--- src/rtl/wave_gen_pkg.sv ---
// Shared types for the DDS waveform generator family: waveshape selection
// and the burst control sequence states.
package wave_gen_pkg;

    typedef enum logic [1:0] {
        MODE_SAW    = 2'd0,
        MODE_RAMP   = 2'd1,
        MODE_TRI    = 2'd2,
        MODE_SQUARE = 2'd3
    } mode_t;

    typedef enum logic [1:0] {
        IDLE = 2'd0,
        RUN  = 2'd1,
        DONE = 2'd2
    } state_t;

endpackage

--- src/rtl/wave_shaper.sv ---
// Combinational phase-to-sample shaper: maps an accumulator phase onto one of
// four waveshapes. Stateless so multi-channel variants can share it.
module wave_shaper
    import wave_gen_pkg::*;
#(
    parameter int PHASE_W = 32,
    parameter int OUT_W   = 12
) (
    input  logic [PHASE_W-1:0] phase_i,
    input  mode_t              mode_i,
    input  logic [OUT_W-1:0]   duty_i,
    output logic [OUT_W-1:0]   wave_o
);

    logic [OUT_W-1:0] p;
    logic [OUT_W-1:0] t;

    assign p = phase_i[PHASE_W-1 -: OUT_W];
    // t skips the MSB so the triangle covers full scale on each half period.
    assign t = phase_i[PHASE_W-2 -: OUT_W];

    generate
        if (PHASE_W > OUT_W + 1) begin : g_low_bits
            logic unused_low_phase;
            assign unused_low_phase = ^phase_i[PHASE_W-OUT_W-2:0];
        end
    endgenerate

    // NOTE: every output of a combinational block gets a default first; a
    // path that leaves it unassigned would infer a latch.
    always_comb begin
        wave_o = '0;
        case (mode_i)
            MODE_SAW:    wave_o = p;
            MODE_RAMP:   wave_o = ~p;
            MODE_TRI:    wave_o = phase_i[PHASE_W-1] ? ~t : t;
            MODE_SQUARE: wave_o = (p < duty_i) ? '1 : '0;
            default:     wave_o = '0;
        endcase
    end

endmodule

--- src/rtl/wave_dds.sv ---
// DDS waveform generator: phase accumulator with burst-period counting,
// IDLE/RUN/DONE control and a registered, shaped sample output.
module wave_dds
    import wave_gen_pkg::*;
#(
    parameter int PHASE_W = 32,
    parameter int OUT_W   = 12,
    parameter int CYC_W   = 16
) (
    input  logic               clk,
    input  logic               reset_n,
    input  logic               run,
    input  logic [1:0]         mode,
    input  logic [PHASE_W-1:0] delta,
    input  logic [CYC_W-1:0]   cycles,
    input  logic [OUT_W-1:0]   duty,
    output logic [OUT_W-1:0]   wave,
    output logic               active,
    output logic               done
);

    state_t             state_q,  state_d;
    logic [PHASE_W-1:0] phase_q,  phase_d;
    logic [CYC_W-1:0]   cyc_cnt_q, cyc_cnt_d;
    mode_t              mode_q,   mode_d;
    logic [PHASE_W-1:0] delta_q,  delta_d;
    logic [CYC_W-1:0]   cycles_q, cycles_d;
    logic [OUT_W-1:0]   duty_q,   duty_d;
    logic               done_q,   done_d;
    logic [OUT_W-1:0]   wave_q;

    logic [PHASE_W-1:0] phase_sum;
    logic               carry;
    logic               last_period;
    logic [OUT_W-1:0]   shape_w;

    // Carry out of the accumulator marks the end of one output period.
    assign {carry, phase_sum} = {1'b0, phase_q} + {1'b0, delta_q};
    assign last_period = (cycles_q != '0) && (cyc_cnt_q == cycles_q - CYC_W'(1));

    always_comb begin
        state_d   = state_q;
        phase_d   = phase_q;
        cyc_cnt_d = cyc_cnt_q;
        mode_d    = mode_q;
        delta_d   = delta_q;
        cycles_d  = cycles_q;
        duty_d    = duty_q;
        done_d    = 1'b0;

        case (state_q)
            IDLE: begin
                phase_d = '0;
                if (run) begin
                    mode_d    = mode_t'(mode);
                    delta_d   = delta;
                    cycles_d  = cycles;
                    duty_d    = duty;
                    cyc_cnt_d = '0;
                    state_d   = RUN;
                end
            end
            RUN: begin
                // Abort wins over a completion landing on the same edge.
                if (!run) begin
                    phase_d = '0;
                    state_d = IDLE;
                end else if (carry && last_period) begin
                    phase_d = '0;
                    state_d = DONE;
                    done_d  = 1'b1;
                end else begin
                    phase_d = phase_sum;
                    if (carry) begin
                        cyc_cnt_d = cyc_cnt_q + CYC_W'(1);
                    end
                end
            end
            DONE: begin
                phase_d = '0;
                if (!run) begin
                    state_d = IDLE;
                end
            end
            default: begin
                phase_d = '0;
                state_d = IDLE;
            end
        endcase
    end

    wave_shaper #(
        .PHASE_W (PHASE_W),
        .OUT_W   (OUT_W)
    ) u_shaper (
        .phase_i (phase_q),
        .mode_i  (mode_q),
        .duty_i  (duty_q),
        .wave_o  (shape_w)
    );

    // NOTE: sequential state uses non-blocking assignments only, so every
    // register samples the pre-edge values regardless of statement order.
    // The design has no memories; every register gets an explicit reset value.
    always_ff @(posedge clk or negedge reset_n) begin
        if (!reset_n) begin
            state_q   <= IDLE;
            phase_q   <= '0;
            cyc_cnt_q <= '0;
            mode_q    <= MODE_SAW;
            delta_q   <= '0;
            cycles_q  <= '0;
            duty_q    <= '0;
            done_q    <= 1'b0;
            wave_q    <= '0;
        end else begin
            state_q   <= state_d;
            phase_q   <= phase_d;
            cyc_cnt_q <= cyc_cnt_d;
            mode_q    <= mode_d;
            delta_q   <= delta_d;
            cycles_q  <= cycles_d;
            duty_q    <= duty_d;
            done_q    <= done_d;
            wave_q    <= shape_w;
        end
    end

    assign wave   = wave_q;
    assign active = (state_q == RUN);
    assign done   = done_q;

endmodule

--- config.mk ---
export PLATFORM = sky130hd
export DESIGN_NAME = wave_dds
export DESIGN_NICKNAME = d
export VERILOG_FILES = /design/src/rtl/wave_gen_pkg.sv /design/src/rtl/wave_shaper.sv /design/src/rtl/wave_dds.sv
export SDC_FILE = /design/constraint.sdc
export NUM_CORES = 1
export LEC_CHECK = 0
export ABC_AREA = 1
export BUFFER_PORTS_ARGS = -buffer_cell sky130_fd_sc_hd__buf_2
export CAP_MARGIN = 20
export CORE_ASPECT_RATIO = 1.75
export CORE_MARGIN = 2
export CORE_UTILIZATION = 60
export CTS_CLUSTER_DIAMETER = 120
export DETAILED_ROUTE_END_ITERATION = 8
export PLACE_DENSITY = 0.81
export RECOVER_POWER = 25
export SLEW_MARGIN = 20
export SYNTH_ARGS = -nofsm -noshare
export SYNTH_HDL_FRONTEND = slang
export SYNTH_SLANG_ARGS = --single-unit
--- constraint.sdc ---
create_clock -name clk -period 2.4 [get_ports clk]
set_input_delay 0.12 -clock clk [delete_from_list [all_inputs] [get_ports clk]]
set_output_delay 0.12 -clock clk [all_outputs]
set_load 0.01 [all_outputs]
==> results.cfg, run 1 <==
[worst_setup_path]
critical-path-slowest-cell = dfrtp_1
kind_of_end_point_of_the_critical_path = flip-flop
cp_top_family = simple AND/OR/NAND/NOR gates
critical_path_peak_fanout = 4
worstSetupPathType = reg -> reg
worst_r2r_path_depth = 12
worst_setup_path_startpoint = phase_q[2]
rrSetupSlack_ps = 40
endpoint = phase_q[25]
critical_path.most_common_cell = nand2_1
crit-reg2reg-launch = phase_q[2]
timing.critical_path.cells = ha_1 > a21oi_1 > nand2_1 > nand3_1 > nand2_1 > nand3_1 > nand2_1 > a21oi_1 > o21ai_0 > nand2_1 > nand2_1 > nor2_1
critical-path-max-stage-delay_ps = 380
cp-start-kind = flip-flop
worst_r2r_endpoint = phase_q[25]
worstPathBufferInverterCount = 0
cp_num_cells = 12
timing.critical_path.arrival_ps = 2700
crit_required_ps = 2730

[timing]
timing.max_slew.rel_slack_pct = 29.9
finalMaxSlewViolations = 0
grt_setup_unrepaired = yes
timing_hold_violations_final = 0
final.setup_skew_ps = 13.9
max_freq_ghz = 0.423
finalSetupViolCount = 0
layout_worst_path_cycle_share_pct = 98.5
min_period_ps = 2360
worst-slew-pin-transition_ps = 1050

[power]
p_int_uw = 5710
sequential_share_of_power_pct = 31.9
p_per_area_nw_per_um2 = 897
leakage_uw = 0.00487
combPwrFrac_pct = 39.0
power.switching_fraction_pct = 37.0
maximum_vdd_drop_mv = 0.546
clock_power_share_pct = 29.1
total_power_after_layout_uw = 9060
netSwitchingPower_uw = 3350

[clock_tree]
tritoncts.num_buffers = 17
clock_tree_from_tritoncts = yes
htreeDepth = 4
cts_root_buffer = clkbuf_16
clkLatencyLatePin_ps = 420
clkTransAtPathRegs_ps = 60
clock_sinks = 125
cts-root-to-sink-buffers = 2

[synth]
synth_async_sr_flop_share_pct = 100
synth_area_leader_cell = dfrtp_1
mappedNetlistArea_um2 = 7860
postSynthRegisterBits = 125
syn-instance-count = 1004
ys_dominant_reg_cell = dfrtp_1
synth_nets = 1116
yosys_cell_types = 40
ys_warn_count = 0
synth_top_area_share_pct = 39.8
count_of_flip_flops_with_a_built_in_enable_after_synthesis = 0
synth-seq-area-share_pct = 39.8
post_synth_main_area_contributors = dfrtp_1 40%, nand2_1 11%, ha_1 7.3%
synth.avg_cell_area_um2 = 7.83

[outcome]
outcome = finished, final reports clean

[drt]
drt_pre_antenna_iters = 5
drtAntennaViolNets = 0
wirelength_met1_um = 7950
wl_per_cell_um = 16.0
avgViaCountPerCell = 5.66
dr_wl_met3_um = 1030
drt_wl_total_um = 21900
topRoutingLayerUsed = met4
routed-via-count = 7725
detail_route.drc_violations = 0
met2WireLength_um = 11900
first_iter_violations = 439

[die]
io_count = 79
initial_core_utilization_pct = 61.1
die_w_um = 90.5
floorplan.core_area_um2 = 12900
rows = 55
design.die.area_um2 = 14100
chipHeight_um = 155

[global_routing]
gr-total-overflow = 0
first_global_vias = 7689
grt_pass1_wl_um = 35200
globalRouteTotalUtil_pct = 31.2
initial_antenna_violation_count = 0
grt_start_max_net_pins = 63

[worst_hold_path]
classification_of_the_worst_slack_hold_path = in -> reg
worstHoldStart = duty[3]

[final_layout]
post_layout_nets = 1295
most_used_cells_in_the_layout_excluding_fill_and_tap_cells = 220 x nand2_1, 143 x nor2_1, 125 x dfrtp_1, 90 x inv_1, 77 x buf_2
layout.cells.most_common = nand2_1
final.fill_count = 853
area.growth.synth_to_final_pct = 28.4
final_core_util_pct = 78.5
layout-drive-gt1-share_pct = 20.2
design_area_um2 = 10100
antenna-diode-count = 0

[place]
gp_congestion = 1.01
placement.io_buffers = 78
dpl_cell_area_um2 = 8710
place_hpwl_um = 14700

[flow_run]
drv_cap = 0
## layout make-up
type	instances	area, µm²	share of cell area [%]
clock inverter	11	141	1.40
tap	171	214	2.12
timing repair buffer	183	1380	13.6
multi-input combinational	761	4420	43.7
sequential	125	3130	31.0
clock buffer	20	467	4.62
inverter	95	357	3.53
## per-stage QoR
stage               setup WS, ps  hold WS, ps  cells  setup TNS [ps]
floorplan                    239         -176   1004               0
detailed placement          81.7          145   1268               0
global placement             151          145   1268               0
global route               -58.5         27.4   1366            -340
finish                      36.3         2.60   1366               0
CTS                         53.4         13.1   1361               0
## cell usage after synthesis (all sizes together), types with 2 or more instances
master / instances
nand2: 231
nor2: 161
dfrtp: 125
inv: 94
a21oi: 75
nand3: 70
ha: 46
mux2: 39
o21ai: 29
xor2: 23
xnor2: 20
nand4: 19
clkbuf: 16
nor3: 14
buf: 8
a21o: 6
nand3b: 6
nor4: 4
a31oi: 3
o21a: 3
o21bai: 3
o2111ai: 2
o211ai: 2
## flip-flops by register name, indices dropped and copies added (netlist names)
register and count:
delta_q 32, mode_q 2, duty_q 12, done 1
state_q 2, cycles_q 16, phase_q 32, cyc_cnt_q 16
wave 12
## metal layers
metal | track usage [%] | vias to the layer above
met4 | 15.6 | 0
met3 | 4.89 | 91
met2 | 60.2 | 310
met5 | 0 | -
met1 | 32.0 | 3674
li1 | - | 3650
## worst register-to-register path, delay by kind of cell, from the launching register on
family / cells / cell delay (ps)
flip-flops: 1 / 380
AO/OA/AOI/OAI: 3 / 680
AND/OR/NAND/NOR: 8 / 890
adder cells (fa/ha/maj): 1 / 360
## logic make-up (layout without fill, tap and decap cells)
group / after synthesis / after routing / synth area share (%)
fa+ha+maj: 47 / 47 / 7.57
buf+inv: 119 / 309 / 6.00
mux: 39 / 39 / 5.58
simple gates: 507 / 508 / 27.7
compound gates: 124 / 124 / 8.56
xor+xnor: 43 / 43 / 4.79
flops: 125 / 125 / 39.8
## what timing repair did
| action | 4_1_cts | 5_1_grt |
|---|---|---|
| hold buffers | 62 | 0 |
| buffers inserted | 0 | 3 |
| gates resized for setup | 0 | 31 |
| hold endpoints to repair | 101 | 0 |
| endpoints found under the setup margin | 0 | 50 |
## power groups by stage
| stage | sequential, µW | combinational [µW] | clock, µW |
|---|---|---|---|
| 6_report | 2890 | 3530 | 2640 |
| 2_1_floorplan | 2850 | 2200 | 0 |
| 5_1_grt | 2930 | 3890 | 2750 |
| 4_1_cts | 2850 | 3310 | 2650 |
| 3_5_place_dp | 2890 | 3200 | 0 |
| 3_3_place_gp | 2870 | 3130 | 0 |
## worst min-delay path by stage
stage,end,depth (start not counted)
CTS,duty_q[3],3
finish,duty_q[3],3
floorplan,cyc_cnt_q[0],0
detailed placement,cycles_q[3],1
global placement,cycles_q[3],1
global route,duty_q[3],3
Power figures use the tool's default switching activity.
==> run 2: changes to the inputs <==
--- a/config.mk
+++ b/config.mk
@@ -10,10 +10,10 @@
 export CAP_MARGIN = 20
 export CORE_ASPECT_RATIO = 1.75
 export CORE_MARGIN = 2
-export CORE_UTILIZATION = 60
+export CORE_UTILIZATION = 54
 export CTS_CLUSTER_DIAMETER = 120
 export DETAILED_ROUTE_END_ITERATION = 8
-export PLACE_DENSITY = 0.81
+export PLACE_DENSITY = 0.77
 export RECOVER_POWER = 25
 export SLEW_MARGIN = 20
 export SYNTH_ARGS = -nofsm -noshare
==> constraint.sdc (replaced) <==
create_clock -name clk -period 1.9 [get_ports clk]
set_input_delay 0.095 -clock clk [delete_from_list [all_inputs] [get_ports clk]]
set_output_delay 0.095 -clock clk [all_outputs]
set_load 0.01 [all_outputs]
==> results.cfg, run 2 (synthesized netlist as in run 1, its figures left out) <==
[outcome]
outcome = complete, but fails checks
violations = DRC, setup timing

[worst_setup_path]
critical-path-max-stage-delay_ps = 400
critical-path-slowest-cell = dfrtp_1
worst_r2r_endpoint = phase_q[4]
timing.critical_path.cells = inv_2 > ha_4 > nand3_4 > nor2_4 > nand3b_1 > nand2_1 > nand2_1 > inv_2 > nand2_4 > nor2_4 > buf_6 > nand3_4 > nand2_8 > buf_12 > buf_12 > nor2_4
timing.critical_path.arrival_ps = 2910
kind_of_end_point_of_the_critical_path = flip-flop
critical_path.most_common_cell = nor2_4
rrSetupSlack_ps = -710
crit-reg2reg-launch = cycles_q[1]
cp-start-kind = flip-flop
critical_path_peak_fanout = 7
worst_r2r_path_depth = 16
worstSetupPathType = reg -> reg
crit_required_ps = 2200

[die]
design.die.area_um2 = 15600
chipHeight_um = 164
io_count = 79
die_w_um = 95.2
rows = 58
floorplan.core_area_um2 = 14300
initial_core_utilization_pct = 55.0

[drt]
drt_wl_total_um = 36400
avgViaCountPerCell = 6.57
drt_pre_antenna_iters = 9
first_iter_violations = 1420
drtAntennaViolNets = 0
wl_per_cell_um = 23.9
routed-via-count = 9987
detail_route.drc_violations = 57

[timing]
finalSetupViolCount = 51
timing_hold_violations_final = 0
timing.max_slew.rel_slack_pct = 16.0
layout_worst_path_cycle_share_pct = 137
finalWorstSetupSlack_ps = -707
final.setup_skew_ps = 16.6
min_period_ps = 2610
worst-slew-pin-transition_ps = 1260
grt_setup_unrepaired = yes
max_freq_ghz = 0.384
finalMaxSlewViolations = 0

[final_layout]
final-seq-area_um2 = 3130
antenna-diode-count = 0
multi_input_comb_area_um2 = 5370
most_used_cells_in_the_layout_excluding_fill_and_tap_cells = 178 x nand2_1, 160 x buf_4, 123 x dfrtp_1, 104 x nor2_1, 86 x inv_1
layout.cells.most_common = nand2_1
top_regs = delta_q x32, phase_q x32
area.growth.synth_to_final_pct = 56.6
final.fill_count = 611
layout-drive-gt1-share_pct = 40.6
layoutNonFillerInstCount = 1521
post_layout_nets = 1440

[clock_tree]
clock_sinks = 125
clkLatencyLatePin_ps = 430
cts-root-to-sink-buffers = 2
tritoncts.num_buffers = 17
cts_root_buffer = clkbuf_16
clkTransAtPathRegs_ps = 70
htreeDepth = 4
clock_tree_from_tritoncts = yes

[global_routing]
first_global_vias = 9707
met2_capacity_usage_during_global_routing_pct = 67.9
grt_pass1_wl_um = 49100
gr-total-overflow = 0
globalRoute.busiestLayer = met2
grt_start_max_net_pins = 61
grt_util_met1_pct = 41.9
globalRouteMet3Util_pct = 10.9
globalRouteTotalUtil_pct = 41.2
initial_antenna_violation_count = 0

[place]
place.detailed.instances = 1399
gp_congestion = 1.02
placement.io_buffers = 78
place_hpwl_um = 16400

[worst_hold_path]
hold_path_depth = 3
classification_of_the_worst_slack_hold_path = in -> reg
worstHoldStart = delta[14]
hold-path-endpoint = delta_q[14]

[power]
leakage_uw = 0.00579
maximum_vdd_drop_mv = 0.831
total_power_after_layout_uw = 14700
p_per_area_nw_per_um2 = 1200

[flow_run]
drv_cap = 0
-- run 2: cell types whose count changed in the layout (fill, tap and decap cells not counted), moves of 14 or more --
cell     change
nor2_4      +22
a21oi_2     +21
nor2_2      +17
buf_4      +125
ha_4        +14
a21oi_1     -26
nand2_1     -42
nor2_1      -39
ha_1        -14
nand2_2     +32
-- run 2: how the worst max path moves through the flow --
stage / startpoint / end / cells past startpoint
after floorplan: delta_q[0] / cyc_cnt_q[7] / 15
after global placement: phase_q[19] / cyc_cnt_q[2] / 12
after detailed placement: phase_q[19] / cyc_cnt_q[15] / 12
after CTS: cycles_q[0] / phase_q[18] / 17
after global routing: phase_q[26] / phase_q[29] / 10
final: cycles_q[1] / phase_q[4] / 16
-- run 2: cell type report --
type | instances | area share (%)
Clock buffer | 23 | 3.96
Clock inverter | 9 | 1.09
Inverter | 95 | 2.90
Multi-Input combinational cell | 762 | 43.6
Sequential cell | 125 | 25.4
Tap cell | 180 | 1.83
Timing Repair Buffer | 327 | 21.2
-- run 2: per-stage QoR --
stage                     util (%)  area (µm²)  hold WS, ps  TNS (ps)  worst slack [ps]
after floorplan                  -        7900         -201     -4450              -135
after global placement        67.7        9680         3.11    -17390              -391
after detailed placement      67.7        9680         4.09    -17620              -405
after CTS                     83.5       11900          112    -10970              -267
after global routing          86.2       12300          441    -35190              -880
final                         86.2       12300          436    -30020              -707
-- run 2: what timing repair did --
action / CTS / global route
endpoints found under the hold margin: 188 / 0
gates cloned: 5 / 0
buffers inserted: 19 / 11
hold buffers: 64 / 0
gates resized for setup: 156 / 111
pin swaps: 31 / 35
endpoints found under the setup margin: 51 / 63
-- run 2: power breakdown --
part	leakage (µW)	switching (µW)	internal (µW)
clock network	0.000292	1330	2200
logic	0.00397	4260	3210
registers	0.00154	504	3230
-- run 2: critical path: cells and delay by family, from the launching register on --
kind	cells	cell delay, ps
adders and majority gates	1	160
buffers and inverters	5	590
DFF	1	400
and+or+nand+nor	10	1320
-- run 2: layer usage --
metal | share of wire, % | wire length (µm)
met5 | 0 | 0
met3 | 12 | 4200
met2 | 45 | 16300
met4 | 12 | 4530
met1 | 31 | 11300
